--- config.mk ---
export PLATFORM = sky130hd
export DESIGN_NAME = qar_mem_arbiter
export DESIGN_NICKNAME = d
export VERILOG_FILES = /design/src/rtl/qar_arb_pkg.sv /design/src/rtl/qar_arb_pick.sv /design/src/rtl/qar_mem_arbiter.sv
export SDC_FILE = /design/constraint.sdc
export NUM_CORES = 1
export LEC_CHECK = 0
export ABC_AREA = 1
export BUFFER_PORTS_ARGS = -buffer_cell sky130_fd_sc_hd__buf_4
export CORE_UTILIZATION = 42
export CTS_CLUSTER_SIZE = 40
export DETAILED_ROUTE_END_ITERATION = 8
export PLACE_DENSITY = 0.76
export SLEW_MARGIN = 20
export SYNTH_ARGS = -nofsm -noshare
export SYNTH_HDL_FRONTEND = slang
export SYNTH_HIERARCHICAL = 1
export SYNTH_SLANG_ARGS = --single-unit
--- constraint.sdc ---
create_clock -name clk -period 4.3 [get_ports clk]
set_clock_uncertainty 0.2 [all_clocks]
set_input_delay 0.43 -clock clk [delete_from_list [all_inputs] [get_ports clk]]
set_output_delay 0.43 -clock clk [all_outputs]
set_load 0.03 [all_outputs]
--- src/rtl/qar_arb_pkg.sv ---
// Shared definitions for the two-port memory arbiter: FSM encoding,
// requester port indices and the read data returned on a watchdog timeout.
package qar_arb_pkg;

    typedef enum logic [1:0] {
        ST_IDLE  = 2'd0,
        ST_ISSUE = 2'd1,
        ST_RESP  = 2'd2
    } arb_state_t;

    // Port indices, also the encoding of the grant output.
    localparam logic PORT_FETCH = 1'b0;
    localparam logic PORT_DATA  = 1'b1;

    // Read data returned to the requester when the memory never answers.
    localparam logic [31:0] TIMEOUT_RDATA = 32'hDEADBEEF;

endpackage

--- src/rtl/qar_arb_pick.sv ---
// Two-way winner selector for the memory arbiter.
// A lone requester always wins. On a tie, PRIORITY_MODE=1 always picks the
// data port; any other mode alternates away from the port granted last.
module qar_arb_pick
    import qar_arb_pkg::*;
#(
    parameter int PRIORITY_MODE = 0
) (
    input  logic i_req,
    input  logic d_req,
    input  logic last_grant,
    output logic win
);

    // Select the winner from the current requests and the previous grant.
    always_comb begin
        win = PORT_FETCH;
        if (d_req && !i_req) begin
            win = PORT_DATA;
        end else if (i_req && d_req) begin
            win = (PRIORITY_MODE == 1) ? PORT_DATA : ~last_grant;
        end
    end

endmodule

--- src/rtl/qar_mem_arbiter.sv ---
// Shares one memory port between a fetch requester and a data requester.
// One transaction at a time: IDLE (arbitrate, latch request) -> ISSUE
// (mem_valid held with stable fields until mem_ready) -> RESP (one-cycle
// ready pulse to the winner) -> IDLE. Every output comes straight from a flop.
//
// Handshake: requesters hold *_valid until their *_ready pulse; the request
// is latched when accepted, so dropping valid early does not cancel it. The
// memory side sees mem_valid high for the whole ISSUE phase and completes it
// with a single mem_ready; mem_ready in any other state is ignored.
//
// Build option: define QAR_ARB_TIMEOUT_EN to add a watchdog that ends an
// ISSUE phase after TIMEOUT_CYCLES cycles, returning TIMEOUT_RDATA on reads,
// dropping writes and pulsing err with the ready. Without it err is tied 0.
module qar_mem_arbiter
    import qar_arb_pkg::*;
#(
    parameter int ADDR_WIDTH     = 32,
    parameter int DATA_WIDTH     = 32,
    parameter int PRIORITY_MODE  = 0,
    parameter int TIMEOUT_CYCLES = 255
) (
    input  logic                  clk,
    input  logic                  rst,
    input  logic                  i_valid,
    input  logic [ADDR_WIDTH-1:0] i_addr,
    output logic                  i_ready,
    output logic [DATA_WIDTH-1:0] i_rdata,
    input  logic                  d_valid,
    input  logic                  d_we,
    input  logic [ADDR_WIDTH-1:0] d_addr,
    input  logic [DATA_WIDTH-1:0] d_wdata,
    output logic                  d_ready,
    output logic [DATA_WIDTH-1:0] d_rdata,
    output logic                  mem_valid,
    output logic                  mem_we,
    output logic [ADDR_WIDTH-1:0] mem_addr,
    output logic [DATA_WIDTH-1:0] mem_wdata,
    input  logic                  mem_ready,
    input  logic [DATA_WIDTH-1:0] mem_rdata,
    output logic                  grant,
    output logic                  err
);

    arb_state_t            state_q, state_d;
    logic                  last_grant_q, last_grant_d;
    logic                  win;
    logic                  mem_valid_d, mem_we_d;
    logic [ADDR_WIDTH-1:0] mem_addr_d;
    logic [DATA_WIDTH-1:0] mem_wdata_d;
    logic                  i_ready_d, d_ready_d;
    logic [DATA_WIDTH-1:0] i_rdata_d, d_rdata_d;
    logic                  grant_d;

`ifdef QAR_ARB_TIMEOUT_EN
    localparam logic [31:0] WDOG_LAST = 32'(TIMEOUT_CYCLES - 1);
    logic [31:0] wdog_q, wdog_d;
    logic        err_d;
`endif

    qar_arb_pick #(
        .PRIORITY_MODE(PRIORITY_MODE)
    ) u_pick (
        .i_req     (i_valid),
        .d_req     (d_valid),
        .last_grant(last_grant_q),
        .win       (win)
    );

    // FSM state register.
    always_ff @(posedge clk or posedge rst) begin
        if (rst) begin
            state_q <= ST_IDLE;
        end else begin
            state_q <= state_d;
        end
    end

    // Next state and next values of every registered output.
    always_comb begin
        state_d      = state_q;
        last_grant_d = last_grant_q;
        mem_valid_d  = mem_valid;
        mem_we_d     = mem_we;
        mem_addr_d   = mem_addr;
        mem_wdata_d  = mem_wdata;
        i_rdata_d    = i_rdata;
        d_rdata_d    = d_rdata;
        grant_d      = grant;
        i_ready_d    = 1'b0;
        d_ready_d    = 1'b0;
`ifdef QAR_ARB_TIMEOUT_EN
        wdog_d       = wdog_q;
        err_d        = 1'b0;
`endif
        case (state_q)
            ST_IDLE: begin
                if (i_valid || d_valid) begin
                    state_d      = ST_ISSUE;
                    grant_d      = win;
                    last_grant_d = win;
                    mem_valid_d  = 1'b1;
                    if (win == PORT_DATA) begin
                        mem_we_d    = d_we;
                        mem_addr_d  = d_addr;
                        mem_wdata_d = d_wdata;
                    end else begin
                        mem_we_d    = 1'b0;
                        mem_addr_d  = i_addr;
                        mem_wdata_d = '0;
                    end
`ifdef QAR_ARB_TIMEOUT_EN
                    wdog_d = '0;
`endif
                end
            end
            ST_ISSUE: begin
                if (mem_ready) begin
                    state_d     = ST_RESP;
                    mem_valid_d = 1'b0;
                    if (!mem_we) begin
                        if (grant == PORT_DATA) d_rdata_d = mem_rdata;
                        else                    i_rdata_d = mem_rdata;
                    end
                    if (grant == PORT_DATA) d_ready_d = 1'b1;
                    else                    i_ready_d = 1'b1;
                end
`ifdef QAR_ARB_TIMEOUT_EN
                else if (wdog_q == WDOG_LAST) begin
                    // Memory never answered: fabricate a response.
                    state_d     = ST_RESP;
                    mem_valid_d = 1'b0;
                    err_d       = 1'b1;
                    if (!mem_we) begin
                        if (grant == PORT_DATA) d_rdata_d = DATA_WIDTH'(TIMEOUT_RDATA);
                        else                    i_rdata_d = DATA_WIDTH'(TIMEOUT_RDATA);
                    end
                    if (grant == PORT_DATA) d_ready_d = 1'b1;
                    else                    i_ready_d = 1'b1;
                end else begin
                    wdog_d = wdog_q + 32'd1;
                end
`endif
            end
            ST_RESP: begin
                state_d = ST_IDLE;
            end
            default: begin
                state_d = ST_IDLE;
            end
        endcase
    end

    // Output and arbitration-history registers.
    always_ff @(posedge clk or posedge rst) begin
        if (rst) begin
            last_grant_q <= PORT_DATA;
            mem_valid    <= 1'b0;
            mem_we       <= 1'b0;
            mem_addr     <= '0;
            mem_wdata    <= '0;
            i_ready      <= 1'b0;
            d_ready      <= 1'b0;
            i_rdata      <= '0;
            d_rdata      <= '0;
            grant        <= PORT_FETCH;
        end else begin
            last_grant_q <= last_grant_d;
            mem_valid    <= mem_valid_d;
            mem_we       <= mem_we_d;
            mem_addr     <= mem_addr_d;
            mem_wdata    <= mem_wdata_d;
            i_ready      <= i_ready_d;
            d_ready      <= d_ready_d;
            i_rdata      <= i_rdata_d;
            d_rdata      <= d_rdata_d;
            grant        <= grant_d;
        end
    end

`ifdef QAR_ARB_TIMEOUT_EN
    // Watchdog counter and the timeout flag that accompanies the ready.
    always_ff @(posedge clk or posedge rst) begin
        if (rst) begin
            wdog_q <= '0;
            err    <= 1'b0;
        end else begin
            wdog_q <= wdog_d;
            err    <= err_d;
        end
    end
`else
    assign err = 1'b0;
`endif

endmodule

==> flow_results.org, run 1 <==
** Clock tree
- Clock-pin slew was measured on the worst setup and hold paths at around 0.060 ns.
- In this run the deepest clock path goes through 2 buffers.
- Hold repair after CTS inserted 0 buffers.
- The H-tree was split into 4 levels.
- Quantity of gates resized following cts :: 0
- Source-to-sink clock delay at the later pin of the worst-skew pair :: approximately 0.4 ns
- Clk sinks :: roughly 140
- CTS root buf :: clkbuf_16
- The number of clock buffers added by TritonCTS is 17.
- In this run the post-CTS setup repair buffer count came out at 0.
- TritonCTS built the clock tree.

** Yosys
- The mapped netlist covers between 5000 and 6000 um^2.
- Among all cell types in the netlist, the one instantiated most often is nand2_1.
- Biggest area consumer among synthesized cells :: dfrtp_1
- Count of flip-flops with a built-in enable after synthesis :: 0
- After technology mapping, the gate count stands at ~700.
- Synthesis produced a netlist with a net count of just over 800.
- In this run the mean area of a mapped cell was 8.26 um^2.
- Summing the areas of all compound-gate instances in the mapped netlist gives between 6 and 7% of the synthesized area.
- Mux share of post-synthesis cell area :: 0%
- By area, the combinational part of the netlist is dominated by simple AND/OR/NAND/NOR gates.
- By count the netlist is led by 364 x nand2_1, 135 x dfrtp_1, 59 x o21ai_0.
- Register area share after synthesis :: about three fifths
- After synthesis the netlist holds a flip-flop and latch count of between 100 and 150.
- Synthesized-area fraction occupied by adder cells :: 0%
- Count of cell types in the netlist :: 17
- The synthesized design devotes to its leading area cell type 58.9% of total area.
- Simple-Gate Fraction of Synth Area :: about 28%
- Biggest area contributors in the synthesized netlist :: dfrtp_1 59%, nand2_1 24%, o21ai_0 5.1%
- Top FF cell, synth :: dfrtp_1
- Xor/xnor cell area share of the yosys netlist :: 0%
- For this run, asynchronously set or reset flops after synthesis account for between 90% and 100%.
- The Yosys step of the flow raised 6 warnings.

** Die
- In this run the horizontal extent of the chip is roughly 120 um.
- After floorplanning, the core was sized to cover between 10000 and 15000 um^2.
- The initial utilization of the core area, before any placement, comes to 43.2%.
- Vertical die dimension :: approximately 120 um
- For this design the top-level I/O count stands at roughly 270.
- The die covers between 10000 and 15000 um^2.
- Row generation in the floorplan step produced 42 rows.

** Timing
- For the pin with the worst max-slew slack, the measured transition is a little over 1 ns.
- Number of endpoints with negative hold slack in the final report :: 7
- Headroom to the max-slew limit came out at about a third.
- Setup violations remaining at the end of the flow were counted as 0.
- Of the available clock period, the critical path in the final layout requires 49.3%.
- Final critical path time including I/O delays and setup :: between 2 and 2.5 ns
- The final count of pins violating max slew came to 0.
- RSZ-0062 raised after global routing :: false
- Final TNS setup :: 0 ns
- Upper clock frequency limit :: 472 MHz
- Hold timing on the final database bottoms out at a slack of -0.0147 ns.

** Layout
- For this run, the share of the core covered by cells in the final layout is between 60% and 70%.
- The finished cells cover between 8000 and 9000 um^2.
- Layout Nets :: about 1100
- Layout filler cell count :: about 1200
- Area Growth Syn to Fin :: 47.5%
- The repair_antennas step left the layout with diodes totalling 0.
- Multi-input gate area :: roughly 2000 um^2
- Of the cells placed in the final design, the portion with a size suffix greater than 1 is 32.6%.
- In the final layout, flip-flops and latches occupy about 3400 um^2.

** Global route
- Initial antenna violation count :: 0
- The number of global-route vias before repair came to 5057.
- Entering global routing, the biggest net connects 100 pins.
- First-pass GRT wire length :: ~25000 um
- For this run the aggregate overflow at the end of global routing stands at 0.
- Global router's overall resource usage :: 22.7%

** Placement
- The wire-length estimate of the detail-placed layout is around 11000 um.
- Port buffering added 266 buffers.
- In this run the cell area measured after placement is around 7800 um^2.
- Routability Congestion :: 0.825

** Power and ir drop
- Static leakage :: approximately 4.7 nW
- Total Power :: 0.00720 W
- Power density of the placed cells :: 850 nW/um^2
- Maximum ir drop on the vdd rail :: between 500 and 600 uV

** Critical path
- Critical path type :: reg -> reg
- Critical Path Fanout Max :: 20
- Required time of the worst setup path :: between 4 and 5 ns
- STA classifies the critical path startpoint as a register.
- Endpoint class of the critical path :: register
- Data arrives at the worst endpoint at 2.22 ns.

** Routing
- Via density per instance :: about 4.8
- Across all layers, the routed design uses ~5400 vias.
- Antenna viol nets, final :: 0
- The first detailed-routing pass ran for 4 iterations.
- Detailed-route wire length per cell :: roughly 14 um
- In this run, the number of DRC markers left after iteration 0 of detailed routing was approximately 340.
- Routed wire length :: 15500 um
- Final routed DRC violation total :: 0

** Worst hold path
- Kind of path behind the tightest hold check :: in -> async

** Run status
- Result of the run :: finished, violations left
- The checks that failed: negative hold slack.

** Flow run
- # Max-Cap Violations :: 0
==> cell usage in the layout (no fill, tap or decap) <==
cell | synthesis | layout
buf_12 | 0 | 1
inv_8 | 0 | 1
nand2_1 | 364 | 364
inv_1 | 41 | 40
clkinv_4 | 0 | 4
clkinvlp_4 | 0 | 3
dfstp_2 | 1 | 1
nand3_1 | 35 | 35
o21ai_1 | 7 | 7
a21oi_4 | 0 | 1
bufinv_16 | 0 | 5
clkbuf_16 | 0 | 17
dfrtp_1 | 135 | 135
nor2_1 | 4 | 4
inv_6 | 0 | 1
clkinv_2 | 0 | 1
clkbuf_1 | 7 | 1
o21ai_0 | 59 | 59
o21ai_4 | 0 | 1
conb_1 | 1 | 1
nor2_4 | 2 | 2
nor2_2 | 3 | 3
buf_4 | 11 | 272
==> cells by family (layout without fill, tap and decap cells) <==
family | count (synthesis) | in the layout
and+or+nand+nor | 408 | 408
other | 1 | 1
AOI/OAI and AO/OA | 68 | 68
DFF | 136 | 136
buffers and inverters | 82 | 346
==> routing by layer <==
layer / global-route usage, % / share of wire [%] / up-vias
li1: - / - / 2645
met1: 28.7 / 41 / 2506
met2: 36.4 / 48 / 245
met3: 8.05 / 9.6 / 19
met4: 7.67 / 1.6 / 0
met5: 0 / 0 / -
==> stage by stage <==
step	setup WS [ns]	hold slack (ns)	instances
floorplan	0.0322	0.255	695
global placement	2.15	0.257	1103
detailed placement	2.12	0.261	1103
CTS	2.15	0.00952	1135
global route	2.01	0.0215	1135
finish	2.18	-0.0147	1135
==> cell type report <==
type | instances | area share, %
Inverter | 41 | 1.88
Multi-Input combinational cell | 477 | 23.2
Clock inverter | 14 | 2.65
Sequential cell | 136 | 40.2
Timing Repair Buffer | 273 | 24.4
Clock buffer | 18 | 5.07
Tap cell | 176 | 2.60
==> final timing paths <==
| kind | startpoint | endpoint | slack (ns) | cells after the start |
|---|---|---|---|---|
| worst max register to register | state_q[0] | d_rdata[2] | 2.18 | 6 |
| min in group clk | mem_rdata[26] | d_rdata[26] | 0.03 | 3 |
| worst max-delay path | state_q[0] | d_rdata[2] | 2.18 | 6 |
| worst min register to register | d_rdata[28] | d_rdata[28] | 0.27 | 2 |
| max in group asynchronous | rst | mem_wdata[19] | 2.83 | 3 |
| worst min-delay path | rst | mem_wdata[26] | -0.01 | 2 |
==> worst max-delay path, cell delays in order, from the launching register on <==
cell,delay [ns]
dfrtp_1,0.39
inv_1,0.05
nor2_1,0.13
nand3_1,0.65
buf_4,0.45
nand2_1,0.08
nand2_1,0.06
==> registers in the layout (all words and copies together), names as in the netlist <==
name / cells
d_rdata: 32
i_rdata: 32
mem_addr: 32
mem_wdata: 32
state_q: 2
d_ready: 1
grant: 1
i_ready: 1
last_grant_q: 1
mem_valid: 1
mem_we: 1
==> report_power, final <==
group          switching, W  internal, W
combinational       0.00223      0.00115
sequential         0.000355      0.00188
clock              0.000553      0.00103
total               0.00314      0.00406
Note: power is estimated with default switching activity, not from simulation.
==> inputs of run 2 (changes only) <==
Settings changed: CORE_UTILIZATION 42 to 47, PLACE_DENSITY 0.76 to 0.81.
Clock period 4.3 ns to 2.15 ns, I/O delays scaled along.
==> run 2 against run 1 <==
  * The run now ends clean
  * Sequential power is 100% higher
  * Non-clock buffer count up 132
  * Largest cell class is now non-clock buffers
  * Register-to-register slack worse by 2.2 ns
  * Final area up 16%
  * Critical path type unchanged
  * Final cell count is 8.7% higher
  * Sequential share of layout area fell by 5.5 points
  * Highest routed layer unchanged
==> flow_results.org, run 2 (synthesis gave the netlist of run 1 again) <==
** Run status
- Result of the run :: complete, no violations

** Routing
- Detailed-route wire length per cell :: 17.6 um (+29%)
- The violation count after the first detailed-route iteration was 814 (+140%).
- The number of vias after detailed routing was 6455 (+19%).
- Via density per instance :: 5.23 (+9.6%)
- The number of antenna-violating nets in the routed design was 0 (unchanged).
- Final routed DRC violation total :: 0 (unchanged)
- The final routed wirelength across all metal layers came to 21800 um (+41%).
- 1st-pass router iterations :: 5 (+1)

** Die
- The core outline area is 11700 um^2 (-12%).
- The die height is 112 um (-5.4%).
- Initial core utilization :: 49.2% (+6.0 points)
- The width of the die is 112 um (-5.4%).
- Number of I/O pins :: 268 (unchanged)
- Cell row count :: 39 (-7.1%)
- The die footprint is 12700 um^2 (-10%).

** Layout
- Compared with the post-synthesis result, the final layout area differs by 70.7%.
- The area of all sequential standard cells came to 3400 um^2 (unchanged).
- The area of the multi-input gates is 1970 um^2 (+0.13%).
- The layout net count came to 1212 (+12%).
- Layout cell share with drive strength beyond 1 :: 29.3% (-3.3 points)
- Number of antenna repair diodes :: 0 (unchanged)
- Layout filler cell count :: 591 (-50%)
- Leaving out fill and tap cells, the most frequent cell in the layout is nand2_1.
- Most frequent cells in the layout :: 363 x nand2_1, 273 x buf_4, 135 x dfrtp_1

** Critical path
- Worst endpoint data arrival time :: 2.29 ns (+0.07 ns)
- Crit start category :: register
- The critical path is of the reg -> reg type.
- Most frequent cell on the critical path :: nand2_1
- The flop-to-flop setup slack was 0.01 ns (-2.17 ns).
- The largest individual stage delay along the critical path comes from the cell dlygate4sd3_1.
- The required time at the worst-slack endpoint was 2.30 ns (-2.10 ns).
- Walking the worst path, the cells encountered are a21oi_4, buf_12, o21ai_0, dlygate4sd3_1, nand2_1, nand2_1.
- Launch instance of the worst register-to-register path :: last_grant_q
- The worst setup path is captured at a register.
- The number of cell instances on the worst register-to-register path came to 6 (unchanged).
- The critical-path maximum fanout is 39 (+95%).
- Crit-path max cell delay :: 0.61 ns (-0.04 ns)
- The endpoint identified for the worst register-to-register timing path is mem_addr[16].

** Global route
- The wire length of the first global-routing pass came to 34400 um (+37%).
- The largest net degree at the start of global routing is 79 (-21%).
- The number of global-route vias before repair is 6857 (+36%).
- The initial antenna violation count came to 0 (unchanged).
- The remaining global-route overflow came to 0 (unchanged).
- The overall fraction of global-route tracks in use is 35.6% (+13 points).

** Power and ir drop
- Seq pwr share :: 30.0% (-1.0 points)
- Total Power :: 0.0152 W (+110%)
- The leakage power of the design is 5.34 nW (+13%).
- The share of total power in combinational logic is 48.8% (+1.9 points).
- Power density of the placed cells :: 1550 nW/um^2 (+82%)
- Net Switching :: 0.00674 W (+110%)
- Pint :: 0.00845 W (+110%)
- Clock power frac :: 21.3% (-0.8 points)
- Maximum ir drop on the vdd rail :: 836 uV (+67%)
- Sw Share :: 44.4% (+0.80 points)

** Clock tree
- The number of clock buffers inserted by TritonCTS is 17 (unchanged).
- Maximum buffer depth of the clock tree :: 2 (unchanged)
- The later-pin clock latency in the skew report was 0.41 ns (about the same).
- Clk slew on worst S/H paths :: 0.06 ns (about the same)
- Post-CTS Setup Repair Bufs :: 0 (unchanged)
- Clk sinks :: 136 (unchanged)
- CTS root buf :: clkbuf_16
- TritonCTS built the clock tree.
- The maximum level of the CTS H-tree was 4 (unchanged).

** Placement
- The count of port buffers added during placement came to 266 (unchanged).
- The placed wire-length estimate was 11000 um (+1.8%).
- The final estimated routing congestion in global placement is 0.769 (-6.8%).

** Timing
- Number of endpoints with negative hold slack in the final report :: 0 (-7)
- Final critical path time including I/O delays and setup :: 2.14 ns (+0.0195 ns)
- The measured slew at the worst slew-check pin was 0.680 ns (-0.335 ns).
- Upper clock frequency limit :: 467 MHz (-0.91%)
- Hold Slack :: 0.00558 ns (+0.0203 ns)
- Setup repair after global routing could not meet its margin everywhere.
- Worst rel slew slack :: 54.5% (+22 points)
- Ratio of final minimum period to clock period :: 99.5% (+50 points)
- Final setup violation count :: 0 (unchanged)
- Max-slew violations :: 0 (unchanged)

** Worst hold path
- Min-delay src :: i_addr[7]
- Min-Delay Path Depth :: 5
- The tightest min-delay check is of the in -> reg type.
- For hold timing, the worst endpoint is mem_addr[7].

** Flow run
- The count of maximum capacitance violations came to 0 (unchanged).
## run 2: how the worst max path moves through the flow
| stage | startpoint | end | slack [ns] | cells past startpoint |
|---|---|---|---|---|
| finish | last_grant_q | mem_addr[16] | 0.01 | 6 |
| global route | last_grant_q | mem_addr[16] | -0.08 | 6 |
| CTS | last_grant_q | mem_addr[31] | 0.11 | 6 |
| detailed placement | d_valid | mem_wdata[22] | 0.49 | 5 |
| global placement | d_valid | state_q[0] | 0.53 | 4 |
| floorplan | rst | d_rdata[0] | 0.04 | 1 |
## run 2: routing by layer
layer	vias to the layer above	routed length [um]	GRT usage (%)
met5	-	0	0
met4	0	1150	22.9
met3	102	1630	8.10
met2	397	11300	62.7
met1	3053	7640	38.7
li1	2903	-	-
## run 2: power by group through the flow
stage | sequential (W) | clock, W | combinational, W
finish | 0.00455 | 0.00323 | 0.00741
global placement | 0.00448 | 0 | 0.00672
floorplan | 0.00669 | 0 | 0.00192
detailed placement | 0.00447 | 0 | 0.00685
CTS | 0.00447 | 0.00323 | 0.00712
global route | 0.00467 | 0.00339 | 0.00781
## run 2: metrics by stage
step	cell area, um^2	utilization [%]	cells	setup slack [ns]	setup TNS (ns)
final	9790	84.0	1234	0.0104	0
after global routing	9790	84.0	1234	-0.0814	-0.105
after CTS	9760	83.7	1233	0.106	0
after detailed placement	7840	67.2	1075	0.486	0
after global placement	7840	67.2	1075	0.526	0
after floorplan	5740	-	695	0.0427	0
## run 2: area by class of cell
cell class / count / area share, %
Timing Repair Buffer: 405 / 35.0
Sequential cell: 136 / 34.8
Multi-Input combinational cell: 477 / 20.1
Clock buffer: 20 / 4.66
Clock inverter: 12 / 2.02
Tap cell: 143 / 1.83
Inverter: 41 / 1.61
## run 2: what timing repair did
action | 4_1_cts | 5_1_grt
endpoints found under the hold margin | 266 | 0
endpoints found under the setup margin | 0 | 17
hold buffers | 126 | 0
resized for setup | 0 | 6
## run 2: worst max-delay path, delay by kind of cell, from the launching register on
kind / cells / cell delay [ns]
AOI/OAI and AO/OA: 2 / 0.39
buffers and inverters: 2 / 0.79
DFF: 1 / 0.57
and+or+nand+nor: 2 / 0.13
